<file path="src/rtl/dmem_mmio_pkg.sv">
// Shared constants for the dmem MMIO responder: register offsets and STATUS bit positions.
package dmem_mmio_pkg;

  localparam logic [3:0] OFF_CYCLE   = 4'h0;
  localparam logic [3:0] OFF_STATUS  = 4'h1;
  localparam logic [3:0] OFF_TXDATA  = 4'h2;
  localparam logic [3:0] OFF_SCRATCH = 4'h3;

  localparam int unsigned ST_EMPTY   = 0;
  localparam int unsigned ST_FULL    = 1;
  localparam int unsigned ST_OVF     = 2;
  localparam int unsigned ST_CNT_LSB = 4;

endpackage

</file>
<file path="src/rtl/sync_fifo.sv">
// Registered-storage FIFO with no fall-through. A push while full is still accepted when a pop
// happens on the same edge; otherwise it is dropped and reported by a one-cycle overflow pulse.
module sync_fifo #(
  parameter int unsigned DATA_W = 32,
  parameter int unsigned DEPTH  = 4,
  localparam int unsigned PTR_W = $clog2(DEPTH),
  localparam int unsigned CNT_W = $clog2(DEPTH + 1)
) (
  input  logic              clock,
  input  logic              reset,
  input  logic              push,
  input  logic [DATA_W-1:0] push_data,
  input  logic              pop_req,
  output logic [DATA_W-1:0] head,
  output logic              full,
  output logic              empty,
  output logic [CNT_W-1:0]  count,
  output logic              overflow
);

  logic [DATA_W-1:0] mem_q [DEPTH];
  logic [PTR_W-1:0]  rd_ptr_q, wr_ptr_q;
  logic [CNT_W-1:0]  count_q, count_d;
  logic              pop, push_ok;

  // Handshake qualification and occupancy update.
  always_comb begin
    empty    = (count_q == '0);
    full     = (count_q == CNT_W'(DEPTH));
    pop      = pop_req & ~empty;
    push_ok  = push & (~full | pop);
    overflow = push & ~push_ok;
    count_d  = count_q + CNT_W'(push_ok) - CNT_W'(pop);
  end

  // Storage, pointers and count; reset flushes everything including the head word.
  always_ff @(posedge clock) begin
    if (reset) begin
      for (int i = 0; i < int'(DEPTH); i++) mem_q[i] <= '0;
      rd_ptr_q <= '0;
      wr_ptr_q <= '0;
      count_q  <= '0;
    end else begin
      if (push_ok) begin
        mem_q[wr_ptr_q] <= push_data;
        wr_ptr_q        <= wr_ptr_q + PTR_W'(1);
      end
      if (pop) rd_ptr_q <= rd_ptr_q + PTR_W'(1);
      count_q <= count_d;
    end
  end

  assign head  = mem_q[rd_ptr_q];
  assign count = count_q;

endmodule

</file>
<file path="src/rtl/dmem_mmio_responder.sv">
// Sits between the processor dmem port and the dmem syncram. The top 16 words of the address
// space are MMIO (cycle counter, status, FIFO push port, scratch); everything else passes through.
module dmem_mmio_responder
  import dmem_mmio_pkg::*;
#(
  parameter int unsigned         ADDR_W     = 12,
  parameter int unsigned         DATA_W     = 32,
  parameter logic [ADDR_W-1:0]   MMIO_BASE  = 12'hFF0,
  parameter int unsigned         FIFO_DEPTH = 4
) (
  input  logic              clock,
  input  logic              reset,
  input  logic [ADDR_W-1:0] cpu_address,
  input  logic [DATA_W-1:0] cpu_data,
  input  logic              cpu_wren,
  output logic [DATA_W-1:0] cpu_q,
  output logic [ADDR_W-1:0] mem_address,
  output logic [DATA_W-1:0] mem_data,
  output logic              mem_wren,
  input  logic [DATA_W-1:0] mem_q,
  output logic [DATA_W-1:0] out_data,
  output logic              out_valid,
  input  logic              out_ready
);

  localparam int unsigned CNT_W = $clog2(FIFO_DEPTH + 1);

  logic              is_mmio, mmio_wr;
  logic [3:0]        offset;
  logic [DATA_W-1:0] cycle_q, cycle_d, scratch_q, status, rdata;
  logic [DATA_W-1:0] mmio_rdata_q;
  logic              sel_q, overflow_q;
  logic              fifo_full, fifo_empty, fifo_ovf, tx_push;
  logic [CNT_W-1:0]  fifo_count;
  logic [4:0]        count5;

  // Window decode and dmem passthrough; MMIO stores are kept away from dmem.
  always_comb begin
    is_mmio     = (cpu_address[ADDR_W-1:4] == MMIO_BASE[ADDR_W-1:4]);
    offset      = cpu_address[3:0];
    mmio_wr     = cpu_wren & is_mmio;
    tx_push     = mmio_wr & (offset == OFF_TXDATA);
    mem_address = cpu_address;
    mem_data    = cpu_data;
    mem_wren    = cpu_wren & ~is_mmio;
  end

  sync_fifo #(
    .DATA_W (DATA_W),
    .DEPTH  (FIFO_DEPTH)
  ) u_fifo (
    .clock     (clock),
    .reset     (reset),
    .push      (tx_push),
    .push_data (cpu_data),
    .pop_req   (out_ready),
    .head      (out_data),
    .full      (fifo_full),
    .empty     (fifo_empty),
    .count     (fifo_count),
    .overflow  (fifo_ovf)
  );

  assign out_valid = ~fifo_empty;

  // STATUS word assembly and MMIO read decode (value as seen before the edge).
  always_comb begin
    count5                    = 5'(fifo_count);
    status                    = '0;
    status[ST_EMPTY]          = fifo_empty;
    status[ST_FULL]           = fifo_full;
    status[ST_OVF]            = overflow_q;
    status[ST_CNT_LSB +: 5]   = count5;
    case (offset)
      OFF_CYCLE:   rdata = cycle_q;
      OFF_STATUS:  rdata = status;
      OFF_SCRATCH: rdata = scratch_q;
      default:     rdata = '0;
    endcase
    // A store to CYCLE replaces that edge's increment.
    cycle_d = (mmio_wr && offset == OFF_CYCLE) ? cpu_data : cycle_q + DATA_W'(1);
  end

  // Register state: counter, scratch, sticky overflow and the one-cycle read pipeline.
  always_ff @(posedge clock) begin
    if (reset) begin
      cycle_q      <= '0;
      scratch_q    <= '0;
      overflow_q   <= 1'b0;
      sel_q        <= 1'b0;
      mmio_rdata_q <= '0;
    end else begin
      cycle_q <= cycle_d;
      if (mmio_wr && offset == OFF_SCRATCH) scratch_q <= cpu_data;
      if (fifo_ovf) overflow_q <= 1'b1;
      else if (mmio_wr && offset == OFF_STATUS) overflow_q <= 1'b0;
      sel_q        <= is_mmio;
      mmio_rdata_q <= rdata;
    end
  end

  assign cpu_q = sel_q ? mmio_rdata_q : mem_q;

endmodule
</file>
<file path="config.mk">
export PLATFORM = sky130hd
export DESIGN_NAME = dmem_mmio_responder
export DESIGN_NICKNAME = d
export VERILOG_FILES = /design/src/rtl/dmem_mmio_pkg.sv /design/src/rtl/sync_fifo.sv /design/src/rtl/dmem_mmio_responder.sv
export SDC_FILE = /design/constraint.sdc
export NUM_CORES = 1
export LEC_CHECK = 0
export CORE_ASPECT_RATIO = 0.9
export CORE_MARGIN = 8
export CORE_UTILIZATION = 61
export DETAILED_ROUTE_END_ITERATION = 16
export DONT_BUFFER_PORTS = 1
export HOLD_SLACK_MARGIN = 0.05
export PLACE_DENSITY = 0.88
export SETUP_SLACK_MARGIN = 0.4
export SLEW_MARGIN = 10
export SYNTH_ARGS = -nofsm -noshare
export SYNTH_HDL_FRONTEND = slang
export SYNTH_SLANG_ARGS = --single-unit
</file>
<file path="constraint.sdc">
create_clock -name clock -period 7.4 [get_ports clock]
set_input_delay 1.48 -clock clock [delete_from_list [all_inputs] [get_ports clock]]
set_output_delay 1.48 -clock clock [all_outputs]
set_load 0.05 [all_outputs]
</file>
==> flow_summary.ini <==
[routing]
vias = 7517
wire_per_inst_um = 23.9
ant_nets = 0
vias_per_cell = 6.54
first_iter_violations = 685
drc = 0
drt-pass1-iter-count = 6
drt_wl_total_mm = 27.4

[sta]
rsz0062_at_grt = false
skew_ns = 0.00795
min_period_ns = 4.07
final.setup.tns_ns = 0
finalHoldViolCount = 0
holdWs_ns = 0.479
fmax_ghz = 0.246
max_slew.worst_pin.slew_ns = 1.12
setup_viol = 0
slew_headroom_pct = 25.0
maxSlewViolCount = 0
period_share_pct = 55.0

[clock_network]
cts_hold_buf = 0
clk_root_buffer_cell = clkbuf_16
clkLatencyLatePin_ns = 0.51
h-tree-depth = 1
cts_tree = built
clkTransAtPathRegs_ns = 0.06
cts_resized = 0
clock_sinks = 235
numCtsBuffers = 24
cts_max_path_buffers = 3
cts_setup_buffers = 0

[worst_setup_path]
cp.depth = 2
worst_ep_arrival_time_ns = 2.59
worstRegToRegCells = 6
crit_start = cpu_address[7]
cp-end-kind = output pin
worstSetupStartpointType = input port
timing.rr.start = u_fifo.count[1]$_SDFF_PP0_
rr_endpoint = u_fifo.mem_q[0][16]$_SDFFCE_PN0P_
critPathKind = in -> out
r2r_slack_ns = 4.45
crit_fanout = 8
cp_slowest_stage_delay_ns = 0.85
crit_end = mem_wren
crit_chain = and4_1 -> a21boi_1
cp.required_ns = 5.92
crit_buf_inv = 0
critical-path-top-delay-family = compound AO/OA/AOI/OAI gates
crit_slowest_cell = a21boi_1

[yosys]
yosysUniqueCellTypes = 63
synthArstFlopShare_pct = 0
synth_edf_count = 128
synth_top_family_by_area = simple AND/OR/NAND/NOR gates
netlist_instances = 970
synth_warnings = 0
syn_area_per_cell_um2 = 11.5
ys_seq_area_share_pct = 53.7
synthAdderAreaFrac_pct = 0.516
synth-seq-cells = 235
synth_compound_area_share_pct = 6.44
ys_dominant_reg_cell = edfxtp_1
synth_nets = 1054
synth_area_mm2 = 0.0112
synth_simple_gate_area_share_pct = 16.8
synth-xor-area-share_pct = 1.26
synthMuxAreaShare_pct = 13.5

[global_routing]
gr-total-overflow = 0
grt_pass1_vias = 7363
grt_max_degree = 79
antenna_found_initial = 0
gr-usage-all-layers_pct = 23.9
grt_pass1_wl_mm = 42.2

[layout]
fillers = 1342
nets = 970
area_growth_syn_to_layout_pct = 4.59
n_antenna_cell = 0
multi_input_area_mm2 = 0.00430
drive_gt1_share_pct = 15.6
seqCellArea_mm2 = 0.00599

[place]
dpl.hpwl_mm = 17.2
port_buffers = 0
gp_congestion = 0.863

[floorplanning]
start_util_pct = 61.4
dieWidth_um = 159
core_area_mm2 = 0.0182
die_h_um = 144
row_count = 47
die-area_mm2 = 0.0229
io_pins = 190

[power_and_ir_drop]
peakVddDrop_uv = 157
power.density_mw_per_mm2 = 284
leakagePower_nw = 3.98

[run]
cap_violations = 0

[status]
outcome = finished clean

[hold_path]
min-delay-path-class = reg -> reg
-- power by group --
| group | total (mW) | internal, mW | switching, mW | leakage [nW] |
|---|---|---|---|---|
| sequential | 1.47 | 1.41 | 0.0532 | 2.18 |
| clock | 1.26 | 0.758 | 0.498 | 0.397 |
| combinational | 0.590 | 0.173 | 0.417 | 1.40 |
| total | 3.31 | 2.35 | 0.968 | 3.98 |
-- area by class of cell --
cell class,count,share of cell area (%)
clock buffers,27,5.43
clock inverters,17,1.69
inverters,47,1.51
multi-input cells,570,36.9
flip-flops and latches,235,51.3
well taps,245,2.63
repair buffers,8,0.515
-- cell usage after synthesis (all sizes together) (3+ instances only) --
cell type  instances  area [µm²]
a2111o             3        33.8
a211o              5        43.8
a211oi             7        52.6
a21oi             16        80.1
a22oi             27         203
a31oi              8        50.1
and2              66         414
and3               9        67.6
and4               8        76.3
buf               78         548
clkbuf            40         155
dfxtp            107        2140
edfxtp           128        3840
ha                 3        37.5
inv               46         173
mux2              32         360
mux2i             42         420
mux4              32         721
nand2             12        45.0
nand2b             5        31.3
nand3             23         115
nand4             21         174
nor2              96         360
nor2b              3        18.8
nor3              71         355
nor4               9        77.6
o21ai             18        90.1
o31ai              5        37.5
or2                4        25.0
or4                6        45.0
or4b               3        30.0
xnor2             10        87.6
xor2               6        52.6
-- metal layers --
metal  GRT usage (%)  up-vias  share of wire [%]
met1            32.0     3704                 39
met3            4.30       42                 10
met4            5.75        0                1.9
li1                -     3310                  -
met5               0        -                  0
met2            39.8      461                 49
-- stage by stage --
stage,instances,area [µm²],power [mW],util (%),setup WS (ns)
3_3_place_gp,1105,10800,2.08,59.6,3.19
2_1_floorplan,970,11200,2.08,-,1.45
6_report,1149,11700,3.31,64.2,3.33
5_1_grt,1149,11700,3.41,64.2,3.30
3_5_place_dp,1105,10800,2.09,59.6,3.10
4_1_cts,1149,11700,3.33,64.2,3.33
-- how the worst min path moves through the flow --
stage / start / endpoint / slack [ns] / cells after the start
floorplan: overflow_q$_SDFFE_PP0P_ / overflow_q$_SDFFE_PP0P_ / 0.45 / 2
detailed placement: overflow_q$_SDFFE_PP0P_ / overflow_q$_SDFFE_PP0P_ / 0.47 / 2
global route: scratch_q[12]$_SDFFE_PP0P_ / scratch_q[12]$_SDFFE_PP0P_ / 0.52 / 2
CTS: overflow_q$_SDFFE_PP0P_ / overflow_q$_SDFFE_PP0P_ / 0.47 / 2
global placement: overflow_q$_SDFFE_PP0P_ / overflow_q$_SDFFE_PP0P_ / 0.46 / 2
finish: overflow_q$_SDFFE_PP0P_ / overflow_q$_SDFFE_PP0P_ / 0.48 / 2
-- kinds of logic after synthesis --
family | after synthesis
and+or+nand+nor | 340
muxes | 106
xor gates and xnor gates | 16
buffers and inverters | 165
AOI/OAI and AO/OA | 104
adders and majority gates | 4
DFF | 235
-- flip-flops by register name (all words and copies together), names as in the netlist, named ones only --
name	count
u_fifo.mem_q	128
overflow_q	1
u_fifo.count	3
sel_q	1
mmio_rdata_q	32
u_fifo.rd_ptr_q	2
u_fifo.wr_ptr_q	2
cycle_q	32
scratch_q	32
-- placed cells by master (no fill, tap or decap), drive strengths merged, types with 3 or more instances in the layout --
master,n
edfxtp,128
dfxtp,107
nor2,96
nor3,71
and2,66
inv,47
mux2i,42
mux4,32
mux2,32
a22oi,27
clkbuf,27
nand3,23
nand4,21
o21ai,18
a21oi,16
nand2,12
xnor2,10
nor4,9
and3,9
a31oi,8
buf,8
clkinv,8
and4,8
a211oi,7
xor2,6
or4,6
o31ai,5
nand2b,5
a211o,5
clkinvlp,5
or2,4
bufinv,4
a2111o,3
nor2b,3
ha,3
or4b,3
(Power assumes the default switching activity.)
